[src/rtl/mem_arbiter_pkg.sv]
// Shared definitions for the round-robin RAM arbiter: FSM state encoding
// and the index-width helper used to size grant/pointer registers.
package mem_arbiter_pkg;

    // Arbiter FSM states, 2-bit encoding.
    typedef enum logic [1:0] {
        ST_IDLE  = 2'd0,
        ST_ISSUE = 2'd1,
        ST_WAIT  = 2'd2,
        ST_RESP  = 2'd3
    } arb_state_e;

    // Bits needed to index 'value' items; never returns less than 1 so a
    // 1-deep counter or a 2-core grant index still gets a real bit.
    function automatic int unsigned clog2(input int unsigned value);
        int unsigned width_v;
        width_v = 32'd1;
        for (int unsigned i = 32'd1; i < 32'd31; i++) begin
            if ((32'd1 << i) < value) begin
                width_v = i + 32'd1;
            end else begin
                width_v = width_v;
            end
        end
        return width_v;
    endfunction

endpackage

[src/rtl/mem_arbiter_rr_picker.sv]
// Combinational round-robin picker: finds the first requesting core at or
// after the slot following last_grant, wrapping around the core vector.
module rr_priority_picker
    import mem_arbiter_pkg::*;
#(
    parameter int CORE_NUM = 4,
    parameter int IDX_W    = int'(clog2(CORE_NUM))
) (
    input  logic [CORE_NUM-1:0] request,
    input  logic [IDX_W-1:0]    last_grant,
    output logic                any_req,
    output logic [IDX_W-1:0]    grant
);

    assign any_req = |request;

    // Scan CORE_NUM slots starting one past the previous winner; first hit wins.
    always_comb begin
        logic             found_s;
        logic [IDX_W-1:0] idx_s;
        found_s = 1'b0;
        grant   = '0;
        idx_s   = '0;
        for (int k = 1; k <= CORE_NUM; k++) begin
            idx_s = IDX_W'((int'(last_grant) + k) % CORE_NUM);
            if (!found_s && request[idx_s]) begin
                found_s = 1'b1;
                grant   = idx_s;
            end else begin
                found_s = found_s;
            end
        end
    end

endmodule

[src/rtl/mem_arbiter_rr.sv]
// Round-robin arbiter giving CORE_NUM cores one-at-a-time access to a
// single-port synchronous RAM with configurable read latency.
module mem_arbiter_rr
    import mem_arbiter_pkg::*;
#(
    parameter int WIDTH        = 32,
    parameter int ADDR_WIDTH   = 32,
    parameter int CORE_NUM     = 4,
    parameter int READ_LATENCY = 1
) (
    input  logic                           clk,
    input  logic                           reset,
    input  logic [CORE_NUM-1:0]            request,
    input  logic [CORE_NUM-1:0]            wren_core,
    input  logic [CORE_NUM*ADDR_WIDTH-1:0] address_in,
    input  logic [CORE_NUM*WIDTH-1:0]      data_in,
    output logic [CORE_NUM*WIDTH-1:0]      data_out,
    output logic [CORE_NUM-1:0]            response,
    output logic [ADDR_WIDTH-1:0]          address,
    output logic [WIDTH-1:0]               data_write,
    output logic                           wren,
    input  logic [WIDTH-1:0]               data_read
);

    localparam int IDX_W = int'(clog2(CORE_NUM));
    localparam int CNT_W = int'(clog2(READ_LATENCY + 1));

    arb_state_e       state_r;
    logic [IDX_W-1:0] last_grant_r;
    logic [IDX_W-1:0] grant_r;
    logic             is_write_r;
    logic [CNT_W-1:0] cnt_r;

    logic             any_req_s;
    logic [IDX_W-1:0] pick_s;

    logic [ADDR_WIDTH-1:0] addr_arr_s [CORE_NUM];
    logic [WIDTH-1:0]      wdata_arr_s [CORE_NUM];
    logic [WIDTH-1:0]      data_out_r [CORE_NUM];

    // Unpack the flat per-core buses into arrays so the winner can be indexed.
    for (genvar i = 0; i < CORE_NUM; i++) begin : g_lanes
        assign addr_arr_s[i]                = address_in[i*ADDR_WIDTH +: ADDR_WIDTH];
        assign wdata_arr_s[i]               = data_in[i*WIDTH +: WIDTH];
        assign data_out[i*WIDTH +: WIDTH]   = data_out_r[i];
    end

    rr_priority_picker #(
        .CORE_NUM (CORE_NUM),
        .IDX_W    (IDX_W)
    ) u_picker (
        .request    (request),
        .last_grant (last_grant_r),
        .any_req    (any_req_s),
        .grant      (pick_s)
    );

    // Transaction FSM: grant in IDLE, drive RAM for one ISSUE cycle, wait out
    // the read latency, then pulse the winner's response for one cycle.
    always_ff @(posedge clk) begin
        if (reset) begin
            state_r      <= ST_IDLE;
            last_grant_r <= IDX_W'(CORE_NUM - 1);
            grant_r      <= '0;
            is_write_r   <= 1'b0;
            cnt_r        <= '0;
            response     <= '0;
            wren         <= 1'b0;
            address      <= '0;
            data_write   <= '0;
            for (int i = 0; i < CORE_NUM; i++) begin
                data_out_r[i] <= '0;
            end
        end else begin
            case (state_r)
                ST_IDLE: begin
                    response <= '0;
                    if (any_req_s) begin
                        grant_r      <= pick_s;
                        last_grant_r <= pick_s;
                        address      <= addr_arr_s[pick_s];
                        data_write   <= wdata_arr_s[pick_s];
                        wren         <= wren_core[pick_s];
                        is_write_r   <= wren_core[pick_s];
                        state_r      <= ST_ISSUE;
                    end else begin
                        state_r      <= ST_IDLE;
                    end
                end
                ST_ISSUE: begin
                    // RAM samples address/data/wren at the end of this cycle.
                    wren <= 1'b0;
                    if (is_write_r) begin
                        response[grant_r] <= 1'b1;
                        state_r           <= ST_RESP;
                    end else begin
                        cnt_r   <= CNT_W'(READ_LATENCY);
                        state_r <= ST_WAIT;
                    end
                end
                ST_WAIT: begin
                    if (cnt_r == CNT_W'(1)) begin
                        data_out_r[grant_r] <= data_read;
                        response[grant_r]   <= 1'b1;
                        state_r             <= ST_RESP;
                    end else begin
                        cnt_r <= cnt_r - CNT_W'(1);
                    end
                end
                ST_RESP: begin
                    response <= '0;
                    state_r  <= ST_IDLE;
                end
                default: begin
                    response <= '0;
                    wren     <= 1'b0;
                    state_r  <= ST_IDLE;
                end
            endcase
        end
    end

endmodule
[config.mk]
export PLATFORM = sky130hd
export DESIGN_NAME = mem_arbiter_rr
export DESIGN_NICKNAME = d
export VERILOG_FILES = /design/src/rtl/mem_arbiter_pkg.sv /design/src/rtl/mem_arbiter_rr_picker.sv /design/src/rtl/mem_arbiter_rr.sv
export SDC_FILE = /design/constraint.sdc
export NUM_CORES = 1
export LEC_CHECK = 0
export ABC_AREA = 1
export ABC_CLOCK_PERIOD_IN_PS = 10230
export CAP_MARGIN = 20
export CORE_AREA = 8 8 187 189
export DETAILED_ROUTE_END_ITERATION = 16
export DIE_AREA = 0 0 195 197
export GPL_TIMING_DRIVEN = 0
export PLACE_DENSITY_LB_ADDON = 0.1
export SLEW_MARGIN = 20
export SYNTH_ARGS = -nofsm -noshare
export SYNTH_HDL_FRONTEND = slang
export SYNTH_SLANG_ARGS = --single-unit
[constraint.sdc]
create_clock -name clk -period 10.23 [get_ports clk]
set_input_delay 1.023 -clock clk [delete_from_list [all_inputs] [get_ports clk]]
set_output_delay 1.023 -clock clk [all_outputs]
set_load 0.02 [all_outputs]
# Word level (Yosys, flattened, before mapping)
# Memories as Yosys holds them, arrays and structs flattened.
# Cells that the tools add are included.
# word_totals
rom_bits	0
n_memories	1
latchBits	0
ff_bits	77
ram_bits	128
# classes
n_eq_ne	7
add_sub_neg	5
magnitude_cmp	8
div	0
bitwise	2
n_mul	0
n_reduce_logical	17
shift	0
n_mux	46
# memory_table
name	words	width	read_ports	rd_clocked_by_memory_dff	write_ports	line	text
data_out_r	4	32	4	0	4	mem_arbiter_rr.sv:39	logic [WIDTH-1:0] data_out_r [CORE_NUM];
# ops
op	n
2-to-1 mux 32 bit	5
binary-select mux 32 bit (select 2 bit)	2
OR reduction 32 bit	1
2-to-1 mux 1 bit	21
less-than comparator 2 x 3 -> 1 bit, second input constant	6
2-to-1 mux 2 bit	6
case mux 4 bit (3 select lines)	1
binary-select mux 1 bit (select 2 bit)	5
2-to-1 mux 4 bit	2
!= test 2 bit, second input constant	4
case mux 2 bit (4 select lines)	1
AND reduction 2 bit	4
adder 2 x 1 -> 2 bit, second input constant	2
adder 2 bit, second input constant	2
equality test 2 bit, second input constant	2
logical AND 1 bit	4
bitwise OR 4 bit	1
case mux 1 bit (2 select lines)	2
nonzero test 2 bit	2
OR reduction 4 bit	1
>= comparator 3 bit, second input constant	1
zero test 1 bit	3
inverter 2 -> 3 bit	1
demux 1 bit (select 2 bit)	1
other kinds (5)	5

# Depth between registers and ports, before layout
# depth
word_depth	17
depth_mapped	17

# Hierarchy
# A second synthesis with hierarchy kept.
# unflattened
cells_unflattened	1210
hier_area_um2	9875.7
# modules_own_cells
module	area_per_inst_um2	cells_per_inst	n_inst
mem_arbiter_rr	9574.2	1160	1
rr_priority_picker	301.5	50	1

# Least setup slack after synthesis
# Ideal clock, no wire load.
# synth_timing
path_type	register to register
startpoint	register grant_r[0]
endpoint	memory data_out_r[1][0], enable pin
setup_time_ns	0.466
slack_ns	6.823
arrival_time_ns	2.942
period_less_slack_ns	3.407
required_time_ns	9.764
path_stages_with_launch	5
path_cell_list	dfxtp_1 -> inv_1 -> nor2_1 -> clkinv_1 -> o21ai_0
# synth_rtl
item	line	text
start, declared	mem_arbiter_rr.sv:30	logic [IDX_W-1:0] grant_r;
start signal, assigned	mem_arbiter_rr.sv:79	grant_r <= pick_s;
end, declared	mem_arbiter_rr.sv:39	

# Final worst setup path
# layout_timing
startpoint	input request[2]
endpoint	register data_write[31]
# layout_via
elab_chain_cells	16
elab_cells_between_ends	27
# layout_rtl
item	line	text
start, declared	mem_arbiter_rr.sv:13	input logic [CORE_NUM-1:0] request,
binary-select mux 1 bit (select 2 bit)	mem_arbiter_rr_picker.sv:26	if (!found_s && request[idx_s]) begin
2-to-1 mux 1 bit (implied by the code)	mem_arbiter_rr_picker.sv:26	
2-to-1 mux 1 bit	mem_arbiter_rr_picker.sv:26	
zero test 1 bit	mem_arbiter_rr_picker.sv:26	
logical AND 1 bit	mem_arbiter_rr_picker.sv:26	
2-to-1 mux 1 bit	mem_arbiter_rr_picker.sv:26	
zero test 1 bit	mem_arbiter_rr_picker.sv:26	
logical AND 1 bit	mem_arbiter_rr_picker.sv:26	
2-to-1 mux 1 bit	mem_arbiter_rr_picker.sv:26	
zero test 1 bit	mem_arbiter_rr_picker.sv:26	
logical AND 1 bit	mem_arbiter_rr_picker.sv:26	
2-to-1 mux 2 bit	mem_arbiter_rr_picker.sv:26	
inverter 2 -> 3 bit (implied by the code)	mem_arbiter_rr.sv:82	data_write <= wdata_arr_s[pick_s];
binary-select mux 32 bit (select 2 bit)	mem_arbiter_rr.sv:82	
2-to-1 mux 32 bit (implied by the code) (2 in series)	mem_arbiter_rr.sv:82	
end signal, assigned	mem_arbiter_rr.sv:82	
end, declared	mem_arbiter_rr.sv:20	output logic [WIDTH-1:0] data_write,
# Several ways; a longest one is shown, not always the timed one. The select of a mux whose other input is x is not followed.
# A chain may end at the register's enable or synchronous reset.

==> reports/metrics.cfg <==
[detailed_routing]
drc=0
wl_per_cell_um=19.2
drtAntennaViolNets=0
drtIter0Drc=476
routed_wl_um=44500
vias=10800
first_pass_iters=5
vias_per_cell=4.67

[sta]
finClkSkew_ns=0.0124
setup_tns_ns=0
rsz0062_at_grt=false
post-route-period-util_pct=31.2
report.final.hold_viol_count=0
setup_slack_ns=7.04
fmax_ghz=0.313
relSlewSlack_pct=49.5
timing.hold.ws_ns=0.481
period_needed_ns=3.19
slew_viol_final=0
report.final.setup_viol=0
tightest_slew_ns=0.755

[cells_and_area]
finish.utilization_pct=53.1
multi_input_area_um2=4040
layout_commonest_cell=clkdlybuf4s50_1
area_delta_synth_final_pct=61.5
drive_above_1_share_pct=5.53
final_cell_mix=clkdlybuf4s50_1, nand2_1, nor2_1
register_area_um2=5390
nNetsFinal=2182
fill_cells=3122

[worst_setup_path]
startpoint_type=primary input
r2r_cells=9
path_max_fanout=10
r2r_slack_ns=7.54
cp.arrival_ns=3.60
cp_data_required_time_ns=10.64
worstSetupPathType=primary input to register
slowest_stage=a31oi_2
cp-end-kind=register
critPathMaxStageDelay_ns=0.63
timing.rr.end=data_write[31]
rr_startpoint=state_r[0]
crit_chain=clkdlybuf4s50_1, inv_1, a31oi_2, clkbuf_1, clkbuf_1, nand2_1, o21ai_1, inv_1

[power]
pwr-share-seq_pct=23.1
p_leak_nw=7.56
power_mw=4.79
p_sw_mw=2.21
swShare_pct=46.2
power.clock.fraction_pct=18.5
power_density_nw_per_um2=282
p_int_mw=2.58
combPwrFrac_pct=58.4
max-vdd-ir-drop_uv=186

[die]
ioPinCount=495
die_w_um=195
core_um2=32000
dieHeight_um=197
row_count=66
initial_core_util_pct=32.8
die_area_um2=38400

[clocking]
clk_latency_ns=0.52
cts.sinks=205
clkTransAtPathRegs_ns=0.06
cts-hold-fix-buffers=0
cts_setup_buffers=0
cts_tree=done
h-tree-depth=1
cts_buffers=25
ctsRootBufferMaster=clkbuf_16
cts-resized-gates=0
cts_buffer_depth=3

[synthesis]
yosys.area.top_type=edfxtp_1
yosys-top-cells-area=edfxtp_1, dfxtp_1, nand2_1
synth_cells=1356
syn_nets=1657
netlist.area_leader.share_pct=36.5
ys_types=28
synth_area_um2=10500
yosys_warnings=0
yosysSeqAreaShare_pct=51.2
synth-seq-cells=205
syn_avg_cell_area_um2=7.76

[worst_hold_path]
hold_start=response[0]
hp-class=register to register
whs_endpoint=response[0]
holdPathStages=2

[run_status]
run_status=completed

[global_routing]
grt_max_degree=20
grt_pass1_wl_um=65400
grt-ovfl-total=0
track_usage_pct=22.0
grt_pass1_vias=11100
antenna_found_initial=15

[placed_design]
hpwl_um=36100
place_congestion=0.887
io_buffer_count=493
pre_cts_ws_ns=6.52

[flow_run]
maxCapViolations=0

==> kinds of logic after synthesis <==
group / share of synthesized area (%)
and+or+nand+nor: 30.2
buffers and inverters: 11.0
DFF: 51.2
AOI/OAI and AO/OA: 7.34
adders and majority gates: 0.357
==> cell usage after synthesis (all sizes together) <==
cell and number:
inv 184, buf 42, edfxtp 128, nand2 275, nor2 235, nand3b 65
o21bai 1, o211ai 2, clkbuf 49, dfxtp 77, a21oi 69, a31oi 1
nand3 142, a221oi 1, o21ai 77, ha 3, nand4 3, clkinv 2
==> flip-flops by register name (all words and copies together), names as in the netlist <==
signal,flops
data_out_r,128
address,32
data_write,32
response,4
grant_r,2
last_grant_r,2
state_r,2
cnt_r,1
is_write_r,1
wren,1
==> critical path: cells and delay by family <==
| kind | cells | cell delay, ns |
|---|---|---|
| AO/OA/AOI/OAI | 2 | 0.78 |
| buffers and inverters | 5 | 1.64 |
| AND/OR/NAND/NOR | 1 | 0.16 |
==> worst max-delay path by stage <==
stage          startpoint          endpoint
2_1_floorplan  grant_r[0]  data_out_r[1][0]
3_5_place_dp   request[3]    data_write[12]
5_1_grt        request[2]    data_write[12]
6_report       request[2]    data_write[31]
4_1_cts        request[3]    data_write[12]
3_3_place_gp   state_r[0]  data_out_r[3][1]
==> per-stage QoR <==
stage / instances / cell area [um^2]
6_report: 2319 / 17000
5_1_grt: 2316 / 17000
4_1_cts: 2307 / 17000
3_5_place_dp: 2262 / 16100
3_3_place_gp: 2257 / 16000
2_1_floorplan: 1356 / 10500
==> cell type report <==
type,instances,share of cell area (%)
Clock inverter,15,1.05
Timing Repair Buffer,498,29.8
Multi-Input combinational cell,874,23.7
Inverter,186,4.11
Tap cell,408,3.00
Clock buffer,30,3.79
Buffer,91,2.69
Sequential cell,205,31.7
Antenna cell,12,0.177
==> power by group through the flow <==
stage	clock (mW)	combinational, mW	sequential (mW)
after floorplan	0	1.62	1.28
after global placement	0	2.78	1.12
after detailed placement	0	2.81	1.12
after CTS	0.906	2.82	1.11
after global routing	0.934	3.09	1.12
final	0.886	2.79	1.11
==> per-layer routing <==
metal  vias up  share of wire, %  global-route usage [%]
met5         -              0.17                       0
met4        12               3.2                    8.90
met3        76               8.5                    7.23
met2       418                49                    38.7
met1      4930                39                    24.4
li1       5399                 -                       -
No activity file was read; power rests on OpenSTA's default activity.
